$ cat config.mk
export PLATFORM = sky130hd
export DESIGN_NAME = resp_arbiter_b
export DESIGN_NICKNAME = d
export VERILOG_FILES = /design/src/rtl/resp_arbiter_b.sv
export SDC_FILE = /design/constraint.sdc
export NUM_CORES = 1
export LEC_CHECK = 0
export ABC_AREA = 1
export CAP_MARGIN = 20
export CORE_MARGIN = 4
export CORE_UTILIZATION = 50
export DETAILED_ROUTE_END_ITERATION = 10
export PLACE_DENSITY = 0.84
export SLEW_MARGIN = 20
export SYNTH_ARGS = -nofsm -noshare
export SYNTH_HDL_FRONTEND = slang
export SYNTH_SLANG_ARGS = --single-unit
$ cat constraint.sdc
create_clock -name clk_b -period 1.8 [get_ports clk_b]
set_input_delay 0.27 -clock clk_b [delete_from_list [all_inputs] [get_ports clk_b]]
set_output_delay 0.27 -clock clk_b [all_outputs]
set_load 0.01 [all_outputs]
$ cat src/rtl/resp_arbiter_b.sv
// resp_arbiter_b
//   Round-robin arbiter that shares one fixed-latency responder among
//   N_REQ requesters. Each transaction runs IDLE -> ISSUE -> WAIT -> ACK,
//   and every output is registered.
//
//   Optional feature macro: RESP_ARBITER_B_TIMEOUT_EN
//     Adds a WAIT cycle counter and an ABORT state. An abort pulses err_out
//     once. Without the macro, WAIT never times out, err_out is tied to 0
//     and no counter exists.
//
// Parameters
//   N_REQ    number of requesters (2..8)
//   TIMEOUT  maximum WAIT cycles before abort (1..255, macro builds only)
//
// Ports
//   clk_b      in   1      sole clock, rising edge
//   reset_in   in   1      synchronous active-high reset
//   req_in     in   N_REQ  level request per requester
//   gnt_out    out  N_REQ  one-hot grant, held for the whole transaction
//   ack_out    out  N_REQ  one-cycle completion pulse to the winner
//   start_out  out  1      one-cycle start pulse to the responder
//   done_in    in   1      one-cycle completion pulse from the responder
//   busy_out   out  1      high whenever the FSM is not IDLE
//   err_out    out  1      one-cycle timeout-abort pulse
module resp_arbiter_b #(
  parameter int N_REQ   = 4,
  parameter int TIMEOUT = 15
) (
  input  logic             clk_b,
  input  logic             reset_in,
  input  logic [N_REQ-1:0] req_in,
  output logic [N_REQ-1:0] gnt_out,
  output logic [N_REQ-1:0] ack_out,
  output logic             start_out,
  input  logic             done_in,
  output logic             busy_out,
  output logic             err_out
);

  localparam int PTR_W = $clog2(N_REQ);

  // Elaboration-time guard on the parameter ranges.
  if (N_REQ < 2 || N_REQ > 8) begin : g_badNReq
    $error("resp_arbiter_b: N_REQ must be in 2..8");
  end
  if (TIMEOUT < 1 || TIMEOUT > 255) begin : g_badTimeout
    $error("resp_arbiter_b: TIMEOUT must be in 1..255");
  end

  typedef enum logic [2:0] {
    S_IDLE,
    S_ISSUE,
    S_WAIT,
    S_ACK
`ifdef RESP_ARBITER_B_TIMEOUT_EN
    , S_ABORT
`endif
  } state_t;

  state_t             r_state, w_stateNext;
  logic [PTR_W-1:0]   r_ptr, w_ptrNext;
  logic [PTR_W-1:0]   r_winner, w_winnerNext;
  logic [PTR_W-1:0]   w_pick;
  logic [PTR_W-1:0]   w_ptrAdvance;
  logic               w_found;
  logic [N_REQ-1:0]   r_gnt, w_gntNext;
  logic [N_REQ-1:0]   r_ack, w_ackNext;
  logic               r_start, w_startNext;
  logic               r_busy, w_busyNext;
`ifdef RESP_ARBITER_B_TIMEOUT_EN
  logic [7:0]         r_cnt, w_cntNext;
  logic               r_err, w_errNext;
`endif

  // The sum base + offs is always below 2*N_REQ, so one conditional
  // subtraction replaces a modulo.
  function automatic logic [PTR_W-1:0] wrapIdx(input int base, input int offs);
    int s;
    s = base + offs;
    if (s >= N_REQ) s = s - N_REQ;
    return PTR_W'(s);
  endfunction

  // Scan starts at the round-robin pointer, so the last winner
  // (ptr-1) is considered last.
  always_comb begin
    w_found = 1'b0;
    w_pick  = '0;
    for (int i = 0; i < N_REQ; i++) begin
      if (!w_found && req_in[wrapIdx(int'(r_ptr), i)]) begin
        w_found = 1'b1;
        w_pick  = wrapIdx(int'(r_ptr), i);
      end
    end
  end

  assign w_ptrAdvance = (r_winner == PTR_W'(N_REQ - 1)) ? '0 : r_winner + PTR_W'(1);

  // Next-state and next-output logic. The outputs are computed here and
  // registered alongside the state.
  always_comb begin
    w_stateNext  = r_state;
    w_ptrNext    = r_ptr;
    w_winnerNext = r_winner;
    w_gntNext    = r_gnt;
    w_ackNext    = '0;
    w_startNext  = 1'b0;
`ifdef RESP_ARBITER_B_TIMEOUT_EN
    w_cntNext    = r_cnt;
    w_errNext    = 1'b0;
`endif

    case (r_state)
      S_IDLE: begin
        w_gntNext = '0;
        if (w_found) begin
          w_stateNext  = S_ISSUE;
          w_winnerNext = w_pick;
          w_gntNext    = N_REQ'(1) << w_pick;
          w_startNext  = 1'b1;
        end
      end

      S_ISSUE: begin
        w_stateNext = S_WAIT;
`ifdef RESP_ARBITER_B_TIMEOUT_EN
        w_cntNext   = 8'd1;
`endif
      end

      // If done_in arrives in the same cycle the count hits TIMEOUT,
      // the completion wins.
      S_WAIT: begin
        if (done_in) begin
          w_stateNext = S_ACK;
          w_ackNext   = r_gnt;
`ifdef RESP_ARBITER_B_TIMEOUT_EN
          w_cntNext   = 8'd0;
`endif
        end
`ifdef RESP_ARBITER_B_TIMEOUT_EN
        else if (r_cnt == 8'(TIMEOUT)) begin
          w_stateNext = S_ABORT;
          w_errNext   = 1'b1;
          w_cntNext   = 8'd0;
        end else begin
          w_cntNext   = r_cnt + 8'd1;
        end
`endif
      end

      S_ACK: begin
        w_stateNext = S_IDLE;
        w_gntNext   = '0;
        w_ptrNext   = w_ptrAdvance;
      end

`ifdef RESP_ARBITER_B_TIMEOUT_EN
      S_ABORT: begin
        w_stateNext = S_IDLE;
        w_gntNext   = '0;
        w_ptrNext   = w_ptrAdvance;
      end
`endif

      default: begin
        w_stateNext = S_IDLE;
        w_gntNext   = '0;
      end
    endcase

    w_busyNext = (w_stateNext != S_IDLE);
  end

  always_ff @(posedge clk_b) begin
    if (reset_in) begin
      r_state  <= S_IDLE;
      r_ptr    <= '0;
      r_winner <= '0;
      r_gnt    <= '0;
      r_ack    <= '0;
      r_start  <= 1'b0;
      r_busy   <= 1'b0;
`ifdef RESP_ARBITER_B_TIMEOUT_EN
      r_cnt    <= 8'd0;
      r_err    <= 1'b0;
`endif
    end else begin
      r_state  <= w_stateNext;
      r_ptr    <= w_ptrNext;
      r_winner <= w_winnerNext;
      r_gnt    <= w_gntNext;
      r_ack    <= w_ackNext;
      r_start  <= w_startNext;
      r_busy   <= w_busyNext;
`ifdef RESP_ARBITER_B_TIMEOUT_EN
      r_cnt    <= w_cntNext;
      r_err    <= w_errNext;
`endif
    end
  end

  assign gnt_out   = r_gnt;
  assign ack_out   = r_ack;
  assign start_out = r_start;
  assign busy_out  = r_busy;
`ifdef RESP_ARBITER_B_TIMEOUT_EN
  assign err_out   = r_err;
`else
  assign err_out   = 1'b0;
`endif

endmodule

==> results of run 1 <==
==> metal layers <==
layer  share of wire (%)  routed length, µm  vias up
met5                   0                  0        -
met2                  51               1060       33
met1                  40                831      409
met4                0.83                 17        0
li1                    -                  -      490
met3                 7.2                148        4
==> synthesized netlist by cell type, drive strengths merged <==
library cell | number | area [µm²]
inv | 23 | 86.3
conb | 1 | 3.75
ha | 1 | 12.5
a21oi | 7 | 38.8
nand4 | 2 | 12.5
nand2 | 59 | 264
o21ai | 3 | 18.8
dfxtp | 17 | 340
nor3b | 1 | 7.51
nand3 | 10 | 60.1
a31oi | 1 | 6.26
o21bai | 2 | 22.5
a21boi | 1 | 11.3
nor2 | 14 | 62.6
nor3 | 2 | 10.0
buf | 2 | 18.8
==> power by group through the flow <==
stage	Clock, mW	Sequential, mW	Combinational, mW
after floorplan	0	0.409	0.0815
after global placement	0	0.406	0.124
after detailed placement	0	0.407	0.130
after CTS	0.207	0.398	0.131
after global routing	0.227	0.401	0.146
final	0.194	0.398	0.130
==> final timing paths <==
kind	from	endpoint	slack [ps]
setup / recovery	r_ptr[0]	gnt_out[1]	290
hold / removal	gnt_out[3]	ack_out[3]	460
setup reg to reg	r_ptr[0]	gnt_out[1]	290
hold reg to reg	gnt_out[3]	ack_out[3]	460
==> worst register-to-register path: stages, from the launching register on <==
cell     delay [ps]
dfxtp_2         420
inv_2           130
nand2_2         100
nand3_2         100
nand2_2         120
inv_1            70
a21oi_1         150
nand2_1          90
nand2_2         100
nor2_2           40
nand2_1          60
nand2_1          50
==> per-stage QoR <==
step / instance area [µm²] / hold slack [ps] / util [%]
finish: 1200 / 462 / 67.1
detailed placement: 1170 / 441 / 65.5
global placement: 1170 / 434 / 65.5
CTS: 1190 / 458 / 67.0
floorplan: 980 / 332 / -
global route: 1200 / 497 / 67.1
==> state kept, by name, summed over array words and instances (netlist names) <==
register,flops
r_state,3
r_winner,2
r_ptr,2
start_out,1
busy_out,1
gnt_out,4
ack_out,4
==> layout make-up <==
cell class | instances | area, µm²
Sequential cell | 17 | 342
Fill cell | 164 | 587
Tap cell | 25 | 31.3
Multi-Input combinational cell | 105 | 534
Inverter | 23 | 86.3
Clock inverter | 1 | 5.00
Timing Repair Buffer | 18 | 175
Clock buffer | 3 | 22.5
==> cell families (layout without fill, tap and decap cells) <==
group	after synthesis	after routing	synth area share, %
AOI/OAI and AO/OA	14	14	10.0
DFF	17	17	34.9
other	1	2	0.384
adders and majority gates	1	1	1.28
and+or+nand+nor	88	88	42.7
buffers and inverters	25	45	10.8
==> repair_timing <==
| action | 4_1_cts | 5_1_grt |
|---|---|---|
| endpoints found under the hold margin | 0 | 0 |
| gates resized for setup | 0 | 1 |
| setup endpoints to repair | 0 | 2 |
| buffers inserted | 0 | 0 |
==> results.md, run 1 <==
- # clock sinks: 17
- Tot Pwr: 0.723 mW
- # placed instances: 188
- Post-layout nets: 176
- Stages on worst setup path: 11
- Slowest stage delay, CP: 420 ps
- Comb pwr share: 18.0%
- Clock Tree Root: clkbuf_4
- Buf/Inv on CP: 2
- Antenna diode count: 0
- Core box area: 1780 µm²
- Yosys Warn Count: 0
- Crit path max-delay family: simple AND/OR/NAND/NOR gates
- Hold path depth: 2
- Fmax: 664 MHz
- Initial core utilization: 54.7%
- Synthesized area per cell: 6.68 µm²
- Final Hold Vio Count: 0
- Routed WL: 2.05 mm
- Initial drt markers: 26
- Sw Share: 27.1%
- Status: completed
- Max rail drop VDD: 0.000505 V
- Worst-Skew Late Latency: 290 ps
- Reg2reg path depth: 11
- Overflow after GRT: 0
- Most frequent cells in the layout: nand2_1 (46), inv_1 (20), dfxtp_1 (16), clkdlybuf4s50_1 (16), nor2_1 (12)
- I/O pin count: 18
- Vias per cell: 4.88
- Max Slew Vio Count: 0
- Critical-path maximum fanout: 10
- Crit-path cells: inv_2, nand2_2, nand3_2, nand2_2, inv_1, a21oi_1, nand2_1, nand2_2, nor2_2, nand2_1, nand2_1
- Most common cell after layout, fill and taps aside: nand2_1
- Post-route worst setup slack: 293 ps
- Max Cap Violations: 0
- Cell-internal power: 0.527 mW
- Sequential power share: 55.1%
- Pre-CTS setup slack: 4.81 ps
- RSZ-0062 raised after global routing: false
- TritonRoute pass-1 iters: 4
- Clock power frac: 26.9%
- Vias: 936
- I/O Buffers: 16
- CP Data Required Time: 2000 ps
- Synth unique cells: 25
- Drc violations: 0
- Grt met3 use: 5.13%
- P&R area growth vs syn: 22.6%
- Mapped Cells: 146
- Top Usage Layer GRT: met2
- Slowest-stage cell, CP: dfxtp_2
- Finished Layout Cells: 192
- Nature of the critical path endpoint: register
- Final RePlAce weighted congestion: 0.841
- HPWL after DPL: 1.75 mm
- Worst Path Arrival: 1710 ps
- Hold WC Path Type: register to register
- Setup TNS: 0 ps
- Net switching power: 0.196 mW
- CTS H-tree lvls: 1
- Pin count of the biggest net entering global routing: 11
- Seq/Total Area, Yosys: 34.9%
- Vias in the first global route: 892
- Die W: 52.2 µm
- Routed Antenna Nets: 0
- Row Count: 15
- Critical path class: register to register
- Antenna violations before repair: 0
- Clock Path Buffers: 2
- CTS tree: done
- Gr usage total: 18.3%
- Tmin final: 1510 ps
- Worst-path clk slew: 100 ps
- First-pass GRT wire length: 3.75 mm
- Final setup viols: 0
- Startpoint Class: register
- WL per Instance: 10.7 µm
- Share of layout cells above drive strength 1: 19.2%
- Leakage: 0.584 nW
- Yosys reg bits: 17
- DIE AREA: 2720 µm²
- Met1 usage: 21.9%
- Die H: 52.2 µm
- Routing usage on met2: 32.4%
- CTS Hold Bufs: 0
- Worst Skew: 10.4 ps
- Inserted Clock Buffers: 3
- Final period util: 83.7%
- Power per cell area: 604 nW/µm²
- Post-Syn Area: 976 µm²
No activity file was read; power rests on OpenSTA's default activity.
==> inputs of run 2 (changes only) <==
Clock period 1.8 ns to 1.51 ns, I/O delays scaled along.
==> results.md, run 2 (synthesis gave the netlist of run 1 again) <==
- Final RePlAce weighted congestion: 0.831 (was 0.841)
- I/O Buffers: 16 (unchanged)
- Clock Tree Root: clkbuf_4 (unchanged)
- Final Hold Vio Count: 0 (unchanged)
- Reg2reg end: r_winner[1] (was gnt_out[1])
- Final period util: 95.4%
- Max rail drop VDD: 0.000722 V (was 0.000505 V)
- Antenna diode count: 0 (unchanged)
- Tmin final: 1440 ps
- Critical path class: input pin to register (was register to register)
- Worst-path clk slew: 100 ps (about the same)
- Max Cap Violations: 0 (unchanged)
- Overflow after GRT: 0 (unchanged)
- Post-route worst setup slack: 70.0 ps (was 293 ps)
- Initial core utilization: 54.7% (unchanged)
- Pin count of the biggest net entering global routing: 11 (unchanged)
- Slowest stage delay, CP: 490 ps (was 420 ps)
- Post-DP Area: 1170 µm² (about the same)
- Status: completed (unchanged)
- Row Count: 15 (unchanged)
- Reg2reg path depth: 10 (was 11)
- Initial drt markers: 21 (was 26)
- Drc violations: 0 (unchanged)
- # clock sinks: 17 (unchanged)
- Crit-path cells: clkdlybuf4s50_1, inv_1, nand2_2, nand3_2, nand2_4, inv_1, a21oi_2, nand2_1, nand2_2, nor2_4, nand2_1, nand2_1 (was inv_2, nand2_2, nand3_2, nand2_2, inv_1, a21oi_1, nand2_1, nand2_2, nor2_2, nand2_1, nand2_1)
- First-pass GRT wire length: 3.57 mm (was 3.75 mm)
- CTS Hold Bufs: 0 (unchanged)
- Finished Layout Cells: 194 (was 192)
- TritonRoute pass-1 iters: 6 (was 4)
- Core box area: 1780 µm² (unchanged)
- P&R area growth vs syn: 33.3% (was 22.6%)
- Setup slack, reg-to-reg: 80 ps (was 290 ps)
- I/O pin count: 18 (unchanged)
- Vias: 983 (was 936)
- Worst-Skew Late Latency: 290 ps (about the same)
- WL per Instance: 11.7 µm (was 10.7 µm)
- Buf/Inv on CP: 3 (was 2)
- Leakage: 0.633 nW (was 0.584 nW)
- Clock Path Buffers: 2 (unchanged)
- Routed WL: 2.28 mm (was 2.05 mm)
- Final core utilization: 73.0% (was 67.1%)
- Inserted Clock Buffers: 3 (unchanged)
- Startpoint Class: input pin (was register)
- Design Area, Final: 1300 µm² (was 1200 µm²)
- Power per cell area: 676 nW/µm² (was 604 nW/µm²)
- Worst Skew: 11.4 ps (was 10.4 ps)
- Gr usage total: 17.3% (was 18.3%)
- RSZ-0062 raised after global routing: true (was false)
- Fmax: 694 MHz
- Hold path start: gnt_out[3] (unchanged)
- Tot Pwr: 0.880 mW (was 0.723 mW)
- Final setup viols: 0 (unchanged)
- Vias per cell: 5.07 (was 4.88)
- Hold WC Path Type: register to register (unchanged)
- Vias in the first global route: 911 (was 892)
- Post-layout nets: 178 (was 176)
- Most frequent cells in the layout: nand2_1 (39), inv_1 (20), dfxtp_1 (15), clkdlybuf4s50_1 (15), nand2_2 (13) (was nand2_1 (46), inv_1 (20), dfxtp_1 (16), clkdlybuf4s50_1 (16), nor2_1 (12))
- Routed Antenna Nets: 0 (unchanged)
- DIE AREA: 2720 µm² (unchanged)
- Most common cell after layout, fill and taps aside: nand2_1 (unchanged)
- CTS tree: done (unchanged)
- Most frequent CP cell: nand2_1
- CP Data Required Time: 1710 ps (was 2000 ps)
- Pre-CTS setup slack: -236 ps (was 4.81 ps)
- Filler Cells Inserted: 139 (was 164)
- Die H: 52.2 µm (unchanged)
- Slowest-stage cell, CP: clkdlybuf4s50_1 (was dfxtp_2)
- Die W: 52.2 µm (unchanged)
- CTS H-tree lvls: 1 (unchanged)
- Critical-path maximum fanout: 3 (was 10)
- # placed instances: 189 (was 188)
- Reg2reg start: r_ptr[0] (unchanged)
- Worst Path Arrival: 1640 ps (was 1710 ps)
- Nature of the critical path endpoint: register (unchanged)
- HPWL after DPL: 1.71 mm (was 1.75 mm)
- Crit path max-delay family: simple AND/OR/NAND/NOR gates (unchanged)
- Antenna violations before repair: 0 (unchanged)
- Share of layout cells above drive strength 1: 27.2% (was 19.2%)
- Max Slew Vio Count: 0 (unchanged)
- Hold path depth: 2 (unchanged)
- Worst Hold End: ack_out[3] (unchanged)
[run 2: worst min-delay path: cells and delay by family, from the launching register on]
| kind | cells | cell delay, ps |
|---|---|---|
| flip-flops | 1 | 330 |
| AND/OR/NAND/NOR | 1 | 30 |
| buffers and inverters | 1 | 50 |
[run 2: cell type report]
cell class	instances	area (µm²)	area share, %
Timing Repair Buffer	20	200	15.4
Clock buffer	3	22.5	1.73
Multi-Input combinational cell	105	601	46.2
Clock inverter	1	5.00	0.385
Tap cell	25	31.3	2.40
Inverter	23	93.8	7.21
Sequential cell	17	348	26.7
[run 2: what timing repair did]
action | 4_1_cts | 5_1_grt
setup endpoints to repair | 0 | 8
buffers inserted | 0 | 1
gates resized for setup | 0 | 27
endpoints found under the hold margin | 0 | 0
[run 2: report_power, final]
| part | internal, mW | leakage, nW | switching [mW] |
|---|---|---|---|
| Clock | 0.0986 | 0.0177 | 0.137 |
| Sequential | 0.461 | 0.140 | 0.0108 |
| Combinational | 0.0707 | 0.475 | 0.102 |
[run 2: stage by stage]
stage	hold slack [ps]	TNS, ps
finish	448	0
global route	488	-152
CTS	449	0
detailed placement	434	-1360
global placement	434	-710
floorplan	289	0
[run 2: how the worst max path moves through the flow]
stage                     depth (start not counted)       from     endpoint  slack, ps
after floorplan                                  10   r_ptr[0]   gnt_out[0]        200
after global placement                           12  req_in[3]   gnt_out[3]       -120
after detailed placement                         12  req_in[1]   gnt_out[1]       -240
after CTS                                        10   r_ptr[1]  r_winner[1]          9
after global routing                             12  req_in[0]   gnt_out[3]        -40
final                                            12  req_in[0]   gnt_out[1]         70
[run 2: per-layer routing]
layer	vias up	global-route usage, %	wire (µm)
li1	493	-	-
met3	10	5.41	142
met4	0	4.68	51
met5	-	0	0
met2	36	32.4	1190
met1	444	18.5	896
==> inputs of run 3 (changes only) <==
Settings changed: CAP_MARGIN 20 to unset, CTS_CLUSTER_SIZE set to 8.
Clock period 1.51 ns to 1.35 ns, I/O delays scaled along.
==> results.md, run 3 (synthesis gave the netlist of run 1 again) <==
- Failing checks: setup timing
- Share of layout cells above drive strength 1: 34.5% (was 27.2%)
- Pin count of the biggest net entering global routing: 11 (unchanged)
- CTS Hold Bufs: 0 (unchanged)
- Routed WL: 2.99 mm (was 2.28 mm)
- I/O pin count: 18 (unchanged)
- Post-layout nets: 183 (was 178)
- Vias: 1073 (was 983)
- Final setup viols: 9 (was 0)
- Leakage: 0.750 nW (was 0.633 nW)
- Final period util: 115%
- Hold WC Path Type: register to register (unchanged)
- Core box area: 1780 µm² (unchanged)
- Final core utilization: 78.0% (was 73.0%)
- RSZ-0062 raised after global routing: true (unchanged)
- CTS tree: done (unchanged)
- Vias in the first global route: 956 (was 911)
- Hold path depth: 2 (unchanged)
- First-pass GRT wire length: 3.88 mm (was 3.57 mm)
- Status: finished, violations left (was completed)
- Clock Path Buffers: 2 (unchanged)
- Post-route worst setup slack: -201 ps (was 70.0 ps)
- Nature of the critical path endpoint: register (unchanged)
- TritonRoute pass-1 iters: 4 (was 6)
- # clock sinks: 17 (unchanged)
- Clock Tree Root: clkbuf_4 (unchanged)
- Max Cap Violations: 0 (unchanged)
- Initial drt markers: 46 (was 21)
- WL per Instance: 15.0 µm (was 11.7 µm)
- Worst Path Arrival: 1800 ps (was 1640 ps)
- Die H: 52.2 µm (unchanged)
- Worst-Skew Late Latency: 300 ps (was 290 ps)
- # placed instances: 193 (was 189)
- I/O Buffers: 16 (unchanged)
- Final Hold Vio Count: 0 (unchanged)
- Overflow after GRT: 0 (unchanged)
- Most frequent cells in the layout: nand2_1 (32), inv_1 (19), dfxtp_1 (15) (was nand2_1 (39), inv_1 (20), dfxtp_1 (15), clkdlybuf4s50_1 (15), nand2_2 (13))
- CTS H-tree lvls: 1 (unchanged)
- Antenna violations before repair: 0 (unchanged)
- Row Count: 15 (unchanged)
- Vias per cell: 5.39 (was 5.07)
- Filler Cells Inserted: 123 (was 139)
- Inserted Clock Buffers: 3 (unchanged)
- DIE AREA: 2720 µm² (unchanged)
- HPWL after DPL: 1.75 mm (was 1.71 mm)
- Die W: 52.2 µm (unchanged)
- Worst Skew: 10.6 ps (was 11.4 ps)
- Routed Antenna Nets: 0 (unchanged)
- Drc violations: 0 (unchanged)
- Power per cell area: 734 nW/µm² (was 676 nW/µm²)
- Critical path class: register to register (was input pin to register)
- Antenna diode count: 0 (unchanged)
- Final RePlAce weighted congestion: 0.820 (was 0.831)
- Worst hold margin: 455 ps (was 448 ps)
- Fmax: 645 MHz
- Setup TNS: -1010 ps (was 0 ps)
- Initial core utilization: 54.7% (unchanged)
- Startpoint Class: register (was input pin)
- P&R area growth vs syn: 42.4% (was 33.3%)
- Max rail drop VDD: 0.000808 V (was 0.000722 V)
- CP Data Required Time: 1600 ps (was 1710 ps)
- Tmin final: 1550 ps
- Finished Layout Cells: 199 (was 194)
- Worst-path clk slew: 100 ps (about the same)
- Most common cell after layout, fill and taps aside: nand2_1 (unchanged)
- Max Slew Vio Count: 0 (unchanged)
- Gr usage total: 19.4% (was 17.3%)
- Critical-path maximum fanout: 7 (was 3)
- Reg2reg path depth: 11 (was 10)
==> run 3: cell types whose count changed in the layout (fill, tap and decap cells not counted), moves of 5 or more <==
cell	previous run	this run
buf_4	2	7
nand2_1	39	32
nand2_4	7	13
clkdlybuf4s50_1	15	5
dlygate4sd2_1	0	9
==> run 3: cell type report <==
| type | count | area, µm² | share of cell area (%) |
|---|---|---|---|
| well taps | 25 | 31.3 | 2.25 |
| flip-flops and latches | 17 | 348 | 25.0 |
| multi-input cells | 105 | 654 | 47.1 |
| inverters | 23 | 96.3 | 6.93 |
| clock buffers | 3 | 22.5 | 1.62 |
| repair buffers | 25 | 233 | 16.7 |
| clock inverters | 1 | 5.00 | 0.360 |
==> run 3: timing repair <==
| action | in CTS | in global routing |
|---|---|---|
| gates resized for setup | 27 | 27 |
| endpoints found under the hold margin | 0 | 0 |
| pin swaps | 12 | 14 |
| cloned | 0 | 0 |
| setup buffers | 1 | 1 |
| setup endpoints to repair | 16 | 10 |
==> run 3: path summary, 6_finish.rpt <==
path,slack (ps),startpoint,endpoint
worst min register to register,460,gnt_out[1],ack_out[1]
worst max register to register,-200,r_ptr[0],gnt_out[3]
worst min-delay path,460,gnt_out[1],ack_out[1]
worst max-delay path,-200,r_ptr[0],gnt_out[3]
==> run 3: per-layer routing <==
layer	vias to the layer above	wire length [µm]	track usage, %
met4	0	161	9.79
met3	22	172	5.41
met5	-	0	0
met1	491	1110	20.4
li1	503	-	-
met2	57	1550	34.7
==> run 3: stage by stage <==
stage | area [µm²] | setup slack (ps) | power, mW
floorplan | 980 | 44.2 | 0.653
global placement | 1200 | -261 | 0.712
detailed placement | 1200 | -333 | 0.720
CTS | 1280 | -58.1 | 0.991
global route | 1390 | -329 | 1.08
finish | 1390 | -201 | 1.02
==> run 3: critical path, stage by stage (launching register included) <==
cell     delay [ps]
dfxtp_4         390
buf_8           140
nand2_2          70
nand2_4          70
nand2_1          60
nand2_2         100
nand4_1         180
nand2_1         130
nor2_1           60
nor2_1          170
nand2_1          80
nand2_1          50
==> run 3: power by group <==
| group | switching [mW] | internal [mW] | total, mW |
|---|---|---|---|
| clock | 0.158 | 0.110 | 0.269 |
| combinational | 0.136 | 0.0877 | 0.223 |
| sequential | 0.0127 | 0.515 | 0.528 |
| total | 0.307 | 0.714 | 1.02 |
